--- src/rtl/cw305_mem_loader_if.sv ---
// Word-wide memory bus between the USB register loader and a memory/SoC port.
// The loader drives a request with address/data and waits for grant, then a response.
interface cw305_mem_loader_if;
    logic        mem_req;
    logic        mem_we;
    logic [3:0]  mem_be;
    logic [31:0] mem_addr;
    logic [31:0] mem_wdata;
    logic        mem_gnt;
    logic        mem_rvalid;
    logic [31:0] mem_rdata;

    modport master (
        output mem_req, mem_we, mem_be, mem_addr, mem_wdata,
        input  mem_gnt, mem_rvalid, mem_rdata
    );

    modport slave (
        input  mem_req, mem_we, mem_be, mem_addr, mem_wdata,
        output mem_gnt, mem_rvalid, mem_rdata
    );
endinterface

--- src/rtl/cw305_mem_loader.sv ---
// USB register front end that stages one 32-bit word transfer onto a
// request/grant/response memory bus, with overrun and timeout reporting.
//
//   state     | meaning
//   ----------+-------------------------------------------------------
//   S_IDLE    | no transfer; registers writable, launches accepted
//   S_REQ     | mem_req high, address/data/we held until mem_gnt
//   S_WAIT_RV | request granted, waiting for mem_rvalid
module cw305_mem_loader #(
    parameter int pBYTECNT_SIZE = 7,
    parameter int pADDR_WIDTH   = 21,
    parameter int pTIMEOUT      = 255
) (
    input  logic                                 usb_clk,
    input  logic                                 resetn,
    input  logic [pADDR_WIDTH-pBYTECNT_SIZE-1:0] reg_address,
    input  logic [pBYTECNT_SIZE-1:0]             reg_bytecnt,
    input  logic [7:0]                           write_data,
    output logic [7:0]                           read_data,
    input  logic                                 reg_write,
    input  logic                                 reg_read,
    input  logic                                 reg_addrvalid,
    output logic                                 busy,
    cw305_mem_loader_if.master                   mem
);

    localparam int AW = pADDR_WIDTH - pBYTECNT_SIZE;

    localparam logic [AW-1:0] A_ADDR   = AW'(8'h20);
    localparam logic [AW-1:0] A_WDATA  = AW'(8'h21);
    localparam logic [AW-1:0] A_CTRL   = AW'(8'h22);
    localparam logic [AW-1:0] A_STATUS = AW'(8'h23);
    localparam logic [AW-1:0] A_RDATA  = AW'(8'h24);

    localparam logic [1:0] S_IDLE    = 2'd0;
    localparam logic [1:0] S_REQ     = 2'd1;
    localparam logic [1:0] S_WAIT_RV = 2'd2;

    // Last count value before abort; the counter starts at 0 on state entry.
    localparam logic [7:0] TO_LAST = 8'(pTIMEOUT - 1);

    logic [1:0]  state;
    logic [7:0]  to_cnt;
    logic        we_q;
    logic [31:0] addr_q;
    logic [31:0] wdata_q;
    logic [31:0] rdata_q;
    logic        autoinc_q;
    logic        overrun_q;
    logic        rd_valid_q;
    logic        timeout_q;

    // The host read strobe carries no information beyond reg_addrvalid here.
    logic unused_reg_read;
    assign unused_reg_read = reg_read;

    logic       wr_en, byte_ok, idle;
    logic [1:0] idx;
    logic       wr_addr, wr_wdata, wr_ctrl, wr_status;
    logic       launch_wr, launch_rd, launch;
    logic       overrun_set, rsp_done, timeout_hit;

    assign idle     = (state == S_IDLE);
    assign busy     = ~idle;
    assign wr_en    = reg_write & reg_addrvalid;
    assign byte_ok  = (reg_bytecnt < pBYTECNT_SIZE'(4));
    assign idx      = reg_bytecnt[1:0];

    assign wr_addr   = wr_en & (reg_address == A_ADDR);
    assign wr_wdata  = wr_en & (reg_address == A_WDATA);
    assign wr_ctrl   = wr_en & (reg_address == A_CTRL);
    assign wr_status = wr_en & (reg_address == A_STATUS) & byte_ok & (idx == 2'd0);

    assign launch_wr = idle & wr_wdata & byte_ok & (idx == 2'd3);
    assign launch_rd = idle & wr_ctrl & byte_ok & (idx == 2'd0) & write_data[0];
    assign launch    = launch_wr | launch_rd;

    // Any attempt to touch the transfer registers mid-flight is dropped and flagged.
    assign overrun_set = busy & (wr_addr | wr_wdata | wr_ctrl);
    assign rsp_done    = (state == S_WAIT_RV) & mem.mem_rvalid;
    assign timeout_hit = (to_cnt == TO_LAST) &
                         (((state == S_REQ) & ~mem.mem_gnt) |
                          ((state == S_WAIT_RV) & ~mem.mem_rvalid));

    assign mem.mem_req   = (state == S_REQ);
    assign mem.mem_we    = we_q;
    assign mem.mem_be    = 4'b1111;
    assign mem.mem_addr  = addr_q;
    assign mem.mem_wdata = wdata_q;

    function automatic logic [31:0] put_byte(input logic [31:0] w, input logic [1:0] i,
                                             input logic [7:0] b);
        logic [31:0] r;
        r = w;
        case (i)
            2'd0: r[7:0]   = b;
            2'd1: r[15:8]  = b;
            2'd2: r[23:16] = b;
            default: r[31:24] = b;
        endcase
        return r;
    endfunction

    // Transfer sequencing: launch, wait for grant, wait for response, timeout abort.
    always_ff @(posedge usb_clk) begin
        if (!resetn) begin
            state  <= S_IDLE;
            to_cnt <= 8'd0;
            we_q   <= 1'b0;
        end else begin
            case (state)
                S_IDLE: begin
                    if (launch) begin
                        state  <= S_REQ;
                        to_cnt <= 8'd0;
                        we_q   <= launch_wr;
                    end
                end
                S_REQ: begin
                    if (mem.mem_gnt) begin
                        state  <= S_WAIT_RV;
                        to_cnt <= 8'd0;
                    end else if (timeout_hit) begin
                        state <= S_IDLE;
                    end else begin
                        to_cnt <= to_cnt + 8'd1;
                    end
                end
                S_WAIT_RV: begin
                    if (mem.mem_rvalid || timeout_hit) begin
                        state <= S_IDLE;
                    end else begin
                        to_cnt <= to_cnt + 8'd1;
                    end
                end
                default: state <= S_IDLE;
            endcase
        end
    end

    // Host-writable transfer registers; frozen while a transfer is in flight.
    always_ff @(posedge usb_clk) begin
        if (!resetn) begin
            addr_q    <= 32'h0;
            wdata_q   <= 32'h0;
            autoinc_q <= 1'b0;
        end else if (idle) begin
            if (wr_addr && byte_ok)
                addr_q <= put_byte(addr_q, idx, write_data) & 32'hFFFF_FFFC;
            if (wr_wdata && byte_ok)
                wdata_q <= put_byte(wdata_q, idx, write_data);
            if (wr_ctrl && byte_ok && idx == 2'd0)
                autoinc_q <= write_data[1];
        end else if (rsp_done && autoinc_q) begin
            addr_q <= addr_q + 32'd4;
        end
    end

    // Read capture and sticky status flags.
    always_ff @(posedge usb_clk) begin
        if (!resetn) begin
            rdata_q    <= 32'h0;
            rd_valid_q <= 1'b0;
            overrun_q  <= 1'b0;
            timeout_q  <= 1'b0;
        end else begin
            if (launch)
                rd_valid_q <= 1'b0;
            else if (rsp_done && !we_q) begin
                rdata_q    <= mem.mem_rdata;
                rd_valid_q <= 1'b1;
            end

            if (overrun_set)
                overrun_q <= 1'b1;
            else if (wr_status && write_data[1])
                overrun_q <= 1'b0;

            if (timeout_hit)
                timeout_q <= 1'b1;
            else if (wr_status && write_data[3])
                timeout_q <= 1'b0;
        end
    end

    // Combinational register read-back, byte-selected by reg_bytecnt.
    always_comb begin
        logic [31:0] word;
        word = 32'h0;
        case (reg_address)
            A_ADDR:   word = addr_q;
            A_WDATA:  word = wdata_q;
            A_CTRL:   word = {30'h0, autoinc_q, 1'b0};
            A_STATUS: word = {28'h0, timeout_q, rd_valid_q, overrun_q, busy};
            A_RDATA:  word = rdata_q;
            default:  word = 32'h0;
        endcase
        read_data = 8'h00;
        if (reg_addrvalid && byte_ok) begin
            case (idx)
                2'd0: read_data = word[7:0];
                2'd1: read_data = word[15:8];
                2'd2: read_data = word[23:16];
                default: read_data = word[31:24];
            endcase
        end
    end

endmodule
--- src/flat_wrapper.sv ---
// flat-port wrapper written by rule: the top's interface ports become plain ports
module cw305_mem_loader_flat 
#(
    parameter int pBYTECNT_SIZE = 7,
    parameter int pADDR_WIDTH   = 21,
    parameter int pTIMEOUT      = 255
)
  (usb_clk, resetn, reg_address, reg_bytecnt, write_data, read_data, reg_write, reg_read, reg_addrvalid, busy, mem_mem_req, mem_mem_we, mem_mem_be, mem_mem_addr, mem_mem_wdata, mem_mem_gnt, mem_mem_rvalid, mem_mem_rdata);
  cw305_mem_loader_if mem_i ();
  input  logic usb_clk;
  input  logic resetn;
  input  logic [pADDR_WIDTH-pBYTECNT_SIZE-1:0] reg_address;
  input  logic [pBYTECNT_SIZE-1:0] reg_bytecnt;
  input  logic [7:0] write_data;
  output logic [7:0] read_data;
  input  logic reg_write;
  input  logic reg_read;
  input  logic reg_addrvalid;
  output logic busy;
  output wire logic [$bits(mem_i.mem_req)-1:0] mem_mem_req;
  output wire logic [$bits(mem_i.mem_we)-1:0] mem_mem_we;
  output wire logic [$bits(mem_i.mem_be)-1:0] mem_mem_be;
  output wire logic [$bits(mem_i.mem_addr)-1:0] mem_mem_addr;
  output wire logic [$bits(mem_i.mem_wdata)-1:0] mem_mem_wdata;
  input wire logic [$bits(mem_i.mem_gnt)-1:0] mem_mem_gnt;
  input wire logic [$bits(mem_i.mem_rvalid)-1:0] mem_mem_rvalid;
  input wire logic [$bits(mem_i.mem_rdata)-1:0] mem_mem_rdata;
  assign mem_mem_req = mem_i.mem_req;
  assign mem_mem_we = mem_i.mem_we;
  assign mem_mem_be = mem_i.mem_be;
  assign mem_mem_addr = mem_i.mem_addr;
  assign mem_mem_wdata = mem_i.mem_wdata;
  assign mem_i.mem_gnt = mem_mem_gnt;
  assign mem_i.mem_rvalid = mem_mem_rvalid;
  assign mem_i.mem_rdata = mem_mem_rdata;
  cw305_mem_loader #(.pBYTECNT_SIZE(pBYTECNT_SIZE), .pADDR_WIDTH(pADDR_WIDTH), .pTIMEOUT(pTIMEOUT)) u_core (.usb_clk(usb_clk), .resetn(resetn), .reg_address(reg_address), .reg_bytecnt(reg_bytecnt), .write_data(write_data), .read_data(read_data), .reg_write(reg_write), .reg_read(reg_read), .reg_addrvalid(reg_addrvalid), .busy(busy), .mem(mem_i));
endmodule
--- config.mk ---
export PLATFORM = sky130hd
export DESIGN_NAME = cw305_mem_loader_flat
export DESIGN_NICKNAME = d
export VERILOG_FILES = /design/src/rtl/cw305_mem_loader_if.sv /design/src/rtl/cw305_mem_loader.sv /design/src/flat_wrapper.sv
export SDC_FILE = /design/constraint.sdc
export NUM_CORES = 1
export LEC_CHECK = 0
export CORE_ASPECT_RATIO = 1.75
export CORE_MARGIN = 2
export CORE_UTILIZATION = 40
export CTS_BUF_LIST = sky130_fd_sc_hd__clkbuf_4
export DETAILED_ROUTE_END_ITERATION = 7
export PLACE_DENSITY = 0.67
export SETUP_SLACK_MARGIN = 0.5
export SYNTH_ARGS = -nofsm -noshare
export SYNTH_HDL_FRONTEND = slang
export SYNTH_SLANG_ARGS = --single-unit
--- constraint.sdc ---
create_clock -name usb_clk -period 10.44 [get_ports usb_clk]
set_input_delay 2.088 -clock usb_clk [delete_from_list [all_inputs] [get_ports usb_clk]]
set_output_delay 2.088 -clock usb_clk [all_outputs]
set_load 0.01 [all_outputs]
# Word-level counts from Yosys, hierarchy flattened
# Index checks and enable logic that the tools add are counted.
# op_classes
bitwise	29
n_mux	24
order_cmp	1
addsub	2
reduce_logical	33
eq_ne	21
# ops
op	count
32-bit one-hot mux with 5 select lines	1
32-bit two-way mux	3
8-bit two-way mux	9
14-bit by 6-bit == test with 1-bit output, second input constant	5
8-bit one-hot mux with 3 select lines	2
32-bit by 3-bit adder with 32-bit output, second input constant	1
3-bit AND reduction	9
1-bit AND	19
2-bit != test, second input constant	8
1-bit logical AND	9
8-bit by 1-bit adder with 8-bit output, second input constant	1
8-bit == test, second input constant	1
2-bit two-way mux	4
2-bit AND reduction	4
7-bit by 3-bit < comparator with 1-bit output, second input constant	1
2-bit == test, second input constant	3
1-bit NOT	6
2-bit one-hot mux with 3 select lines	1
2-bit nonzero test	3
2-bit by 1-bit == test with 1-bit output, second input constant	2
2-bit zero test	2
1-bit two-way mux	4
1-bit bitwise OR	4
4-bit AND reduction	1
7 further kinds	7
# word_totals
out_inout_bits	79
regBits	111
wordCells	127
input_bits	68

# Longest topological paths before layout
# depth
ltp_word	9
depth_mapped	9

# Least setup slack after synthesis
# No wires, ideal clock.
# synth_path
kind	input -> output
startpoint	in reg_address[0]
endpoint	out read_data[4]
path_slack_ps	4015
cell_stages	7
n_path_buf	2
arrival_ps	4337
cell_sequence	buf_2 or4b_2 clkbuf_1 nor4_2 a221oi_1 a211o_1 a211oi_1
# synth_via
elab_chain_cells	4
# synth_rtl
element	line_no	source
start: declaration	flat_wrapper.sv:12	input logic [pADDR_WIDTH-pBYTECNT_SIZE-1:0] reg_address;
14-bit by 6-bit == test with 1-bit output	cw305_mem_loader.sv:190	case (reg_address)
32-bit one-hot mux with 5 select lines *	cw305_mem_loader.sv:190	
8-bit one-hot mux with 3 select lines *	cw305_mem_loader.sv:200	case (idx)
8-bit two-way mux *	cw305_mem_loader.sv:199	if (reg_addrvalid && byte_ok) begin
end: declaration	flat_wrapper.sv:15	output logic [7:0] read_data;
# Every way passes the cells marked *; elsewhere a longest branch is shown, timed or not.

# Final worst setup path
# layout_path
startpoint	in reg_address[0]
endpoint	out read_data[7]
# Same word-level chain as after synthesis.

==> results <==
- The run finished with clean final reports.
- The multi-input combinational cells in the finished layout cover a total of 4060 sq um.
- The sequential-to-total area share from yosys stat is 0.332.
- The shortest clock period the worst path allows after layout is 8.34 ns.
- For this block, the via count after detailed routing is 6,849.
- The most frequent cell after synthesis is sky130_fd_sc_hd__nand2_1.
- The initial antenna violation count is 1.
- The data required time at the worst endpoint is 8.35 ns.
- Max-cap violations in this run came to 0.
- The cell count after synthesis is 810.
- The half-perimeter wire length after detailed placement is 17,500 um.
- Ranked by total cell area, the synthesized netlist is headed by sky130_fd_sc_hd__dfxtp_1 (33%), sky130_fd_sc_hd__mux2i_1 (11%), sky130_fd_sc_hd__nand2_1 (6.6%).
- The pre-antenna-repair detailed-routing pass consisted of 6 iterations.
- The total negative setup slack is 0 ns.
- For this configuration, the core starts out at a cell density of 0.405.
- The most used flip-flop cell after synthesis is sky130_fd_sc_hd__dfxtp_1.
- The die is 174 um tall.
- CTS built an H-tree with a depth of 3.
- The synthesized design contains 0 enable-type register cells.
- The initialized floorplan defines 62 standard-cell rows.
- STA classifies the critical path endpoint as a primary output.
- The clock buffer count from CTS is 9.
- The via count of the first global-routing pass was 6,380.
- At the placement stage, the worst setup path has a slack of 2.28 ns.
- The number of buffer cells added on primary ports is 139.
- Once detail routing completed, the nets flagged for antenna violations numbered 0.
- At the pin with the least slew margin, the transition time is 1.12 ns.
- The max-slew violation count is 0.
- The worst setup path is of the input pin to primary output kind.
- Total power for the finished layout comes to 723 uW.
- Across the VDD grid, the largest voltage drop is 0.0586 mV.
- The proportion of synthesized flip-flops having asynchronous set or reset is 0.
- Counting distinct cell types in the post-synthesis netlist gives 69.
- Using the TritonRoute via totals, the vias-per-cell ratio works out to 6.19.
- The share of the clock period used by the worst path after layout is 0.799.
- The floorplan core area is 16,200 sq um.
- The kind of launch point of the worst setup path is an input pin.
- The largest fanout on the critical path is 20.
- Routability-driven placement finished with a final weighted congestion of 1.01.
- The CTS tree is done.
- The post-synthesis register bit count is 109.
- From left edge to right edge, the die measures 101 um.
- The power density relative to cell area is 88.7 nW/um^2.
- After clock tree synthesis, the clock-pin slew on the worst setup and hold paths is 0.18 ns.
- The global-route wire length before repair is 35,700 um.
- For the worst-skew pair, the clock arrives at the later sink with an insertion delay of 0.52 ns.
- The endpoint identified for the worst register-to-register timing path is u_core.to_cnt[6].
- The sequential cells in the finished layout cover a total of 2180 sq um.
- The layout-stage area growth over the synthesis result is 24.0%.
- The overall routing resource usage is 0.264.
- The setup skew after layout is 0.0266 ns.
- After global routing the overflow that remains totals 0.
- The count of endpoints failing setup in the final report is 0.
- Setup repair after global routing left no endpoint under its margin.
- Ranked by instance count, the synthesized netlist is headed by sky130_fd_sc_hd__nand2_1 (115), sky130_fd_sc_hd__dfxtp_1 (109), sky130_fd_sc_hd__mux2i_1 (74).
- The library cell with the largest summed area after synthesis is sky130_fd_sc_hd__dfxtp_1.
- Of the cells placed in the final design, the portion with a size suffix greater than 1 is 0.0700.
- The number of post-CTS setup repair buffers is 0.
- The floorplan die area is 17,500 sq um.
- The first routing iteration left 550 violations.
- The average wire length per cell after detail routing is 21.1 um.
- The leakage component of the power is 0.00284 uW.
- For this design, the CTS-stage hold fixing added 0 buffers.
- The net count of the finished layout is 984.
- Pin placement for this block handled 147 I/O pins.
- The path class of the tightest hold or removal check is flip-flop to flip-flop.
- The average instance in the mapped netlist occupies 8.11 sq um.
- The final-layout fill cell count is 1,596.
- Based on the critical path, the design can be clocked at up to 0.120 GHz.
- The synthesized cell area is 6570 sq um.
- The number of clock sinks is 109.
- The clock tree buffer depth is 2.
- The worst register-to-register path has a depth of 8.
- The final number of hold-violating endpoints came to 0.
- The startpoint identified for the worst register-to-register timing path is u_core.state[0].
- Data on the critical path arrives at its endpoint at 6.25 ns.
- The total DRC errors in the routed layout is 0.
- The aggregate routed wire length is 23,300 um.
- The count of cells resized by post-cts repair is 0.
- The startpoint of the worst setup timing path is reg_address[0].
- Measured against its own limit, the worst slew margin works out to 0.245.
- The reg-to-reg setup timing slack is 6.91 ns.
- Following the worst setup path forward leads to its endpoint at read_data[7].
- The maximum number of pins on one net before global-route repair is 66.
- The area fraction of the dominant cell type after synthesis is 0.332.
- The final worst slack is 2.10 ns.
- The yosys synthesis warning count is 0.
- The clock tree root buffer cell is sky130_fd_sc_hd__clkbuf_4.
- The post-layout utilization of the core is 0.502.
[state kept, by name (all words and copies together) (netlist names)]
signal                count
u_core.mem.mem_wdata     32
u_core.rdata_q           32
u_core.mem.mem_addr      30
u_core.to_cnt             8
u_core.state              2
u_core.autoinc_q          1
u_core.mem.mem_we         1
u_core.overrun_q          1
u_core.rd_valid_q         1
u_core.timeout_q          1
[metal layers]
layer	routed length [um]	vias up	track usage
met2	11300	302	0.434
met1	9000	3250	0.313
met4	1710	0	0.179
met5	0	-	0
li1	-	3214	-
met3	1260	83	0.0347
[final cells by class]
type,count,area share
tap,192,0.0295
sequential,109,0.268
clock buffer,9,0.00829
antenna,1,0.000307
inverter,12,0.00553
timing repair buffer,149,0.179
clock inverter,7,0.0109
multi-input combinational,628,0.498
[stage by stage]
stage	hold WS, ns	cells	cell area (sq um)
global route	0.486	1107	8150
global placement	0.439	1090	7990
detailed placement	0.449	1090	7990
finish	0.470	1107	8150
floorplan	0.431	814	6580
CTS	0.471	1106	8140
[layout by cell type, fill, tap and decap left out, types with 16 or more instances in the layout]
cell                              instances
sky130_fd_sc_hd__dfxtp_1                109
sky130_fd_sc_hd__a21oi_1                 49
sky130_fd_sc_hd__nor2_1                  72
sky130_fd_sc_hd__a22oi_1                 16
sky130_fd_sc_hd__clkdlybuf4s50_1        138
sky130_fd_sc_hd__nand2_1                115
sky130_fd_sc_hd__mux2i_1                 74
sky130_fd_sc_hd__o21ai_0                 24
sky130_fd_sc_hd__nand3_1                 25
[logic make-up (layout without fill, tap and decap cells)]
group | count (synthesis) | after routing | synth area share
adders and majority gates | 7 | 7 | 0.0133
other | 2 | 7 | 0.00114
buffers and inverters | 77 | 177 | 0.0528
muxes | 81 | 81 | 0.125
and+or+nand+nor | 328 | 328 | 0.250
AOI/OAI and AO/OA | 206 | 206 | 0.226
DFF | 109 | 109 | 0.332
[power breakdown]
part | internal [uW] | switching [uW]
sequential | 417 | 0.0000676
combinational | 34.1 | 45.4
clock | 59.1 | 168
[worst min-delay path by stage]
| stage | startpoint | end | slack (ns) | cells after the start |
|---|---|---|---|---|
| after detailed placement | u_core.rdata_q[11] | u_core.rdata_q[11] | 0.45 | 2 |
| after global routing | u_core.rdata_q[17] | u_core.rdata_q[17] | 0.49 | 2 |
| after CTS | u_core.rdata_q[11] | u_core.rdata_q[11] | 0.47 | 2 |
| final | u_core.rdata_q[11] | u_core.rdata_q[11] | 0.47 | 2 |
| after global placement | u_core.rdata_q[11] | u_core.rdata_q[11] | 0.44 | 2 |
| after floorplan | u_core.rdata_q[11] | u_core.rdata_q[11] | 0.43 | 2 |
[critical path, stage by stage]
cell and delay (ns):
sky130_fd_sc_hd__clkdlybuf4s50_1 0.81, sky130_fd_sc_hd__or4b_2 0.91, sky130_fd_sc_hd__nor4_2 0.82, sky130_fd_sc_hd__a221oi_1 0.26, sky130_fd_sc_hd__a211o_1 0.32, sky130_fd_sc_hd__a211oi_1 0.41, sky130_fd_sc_hd__clkdlybuf4s50_1 0.62
No activity file was read; power rests on OpenSTA's default activity.
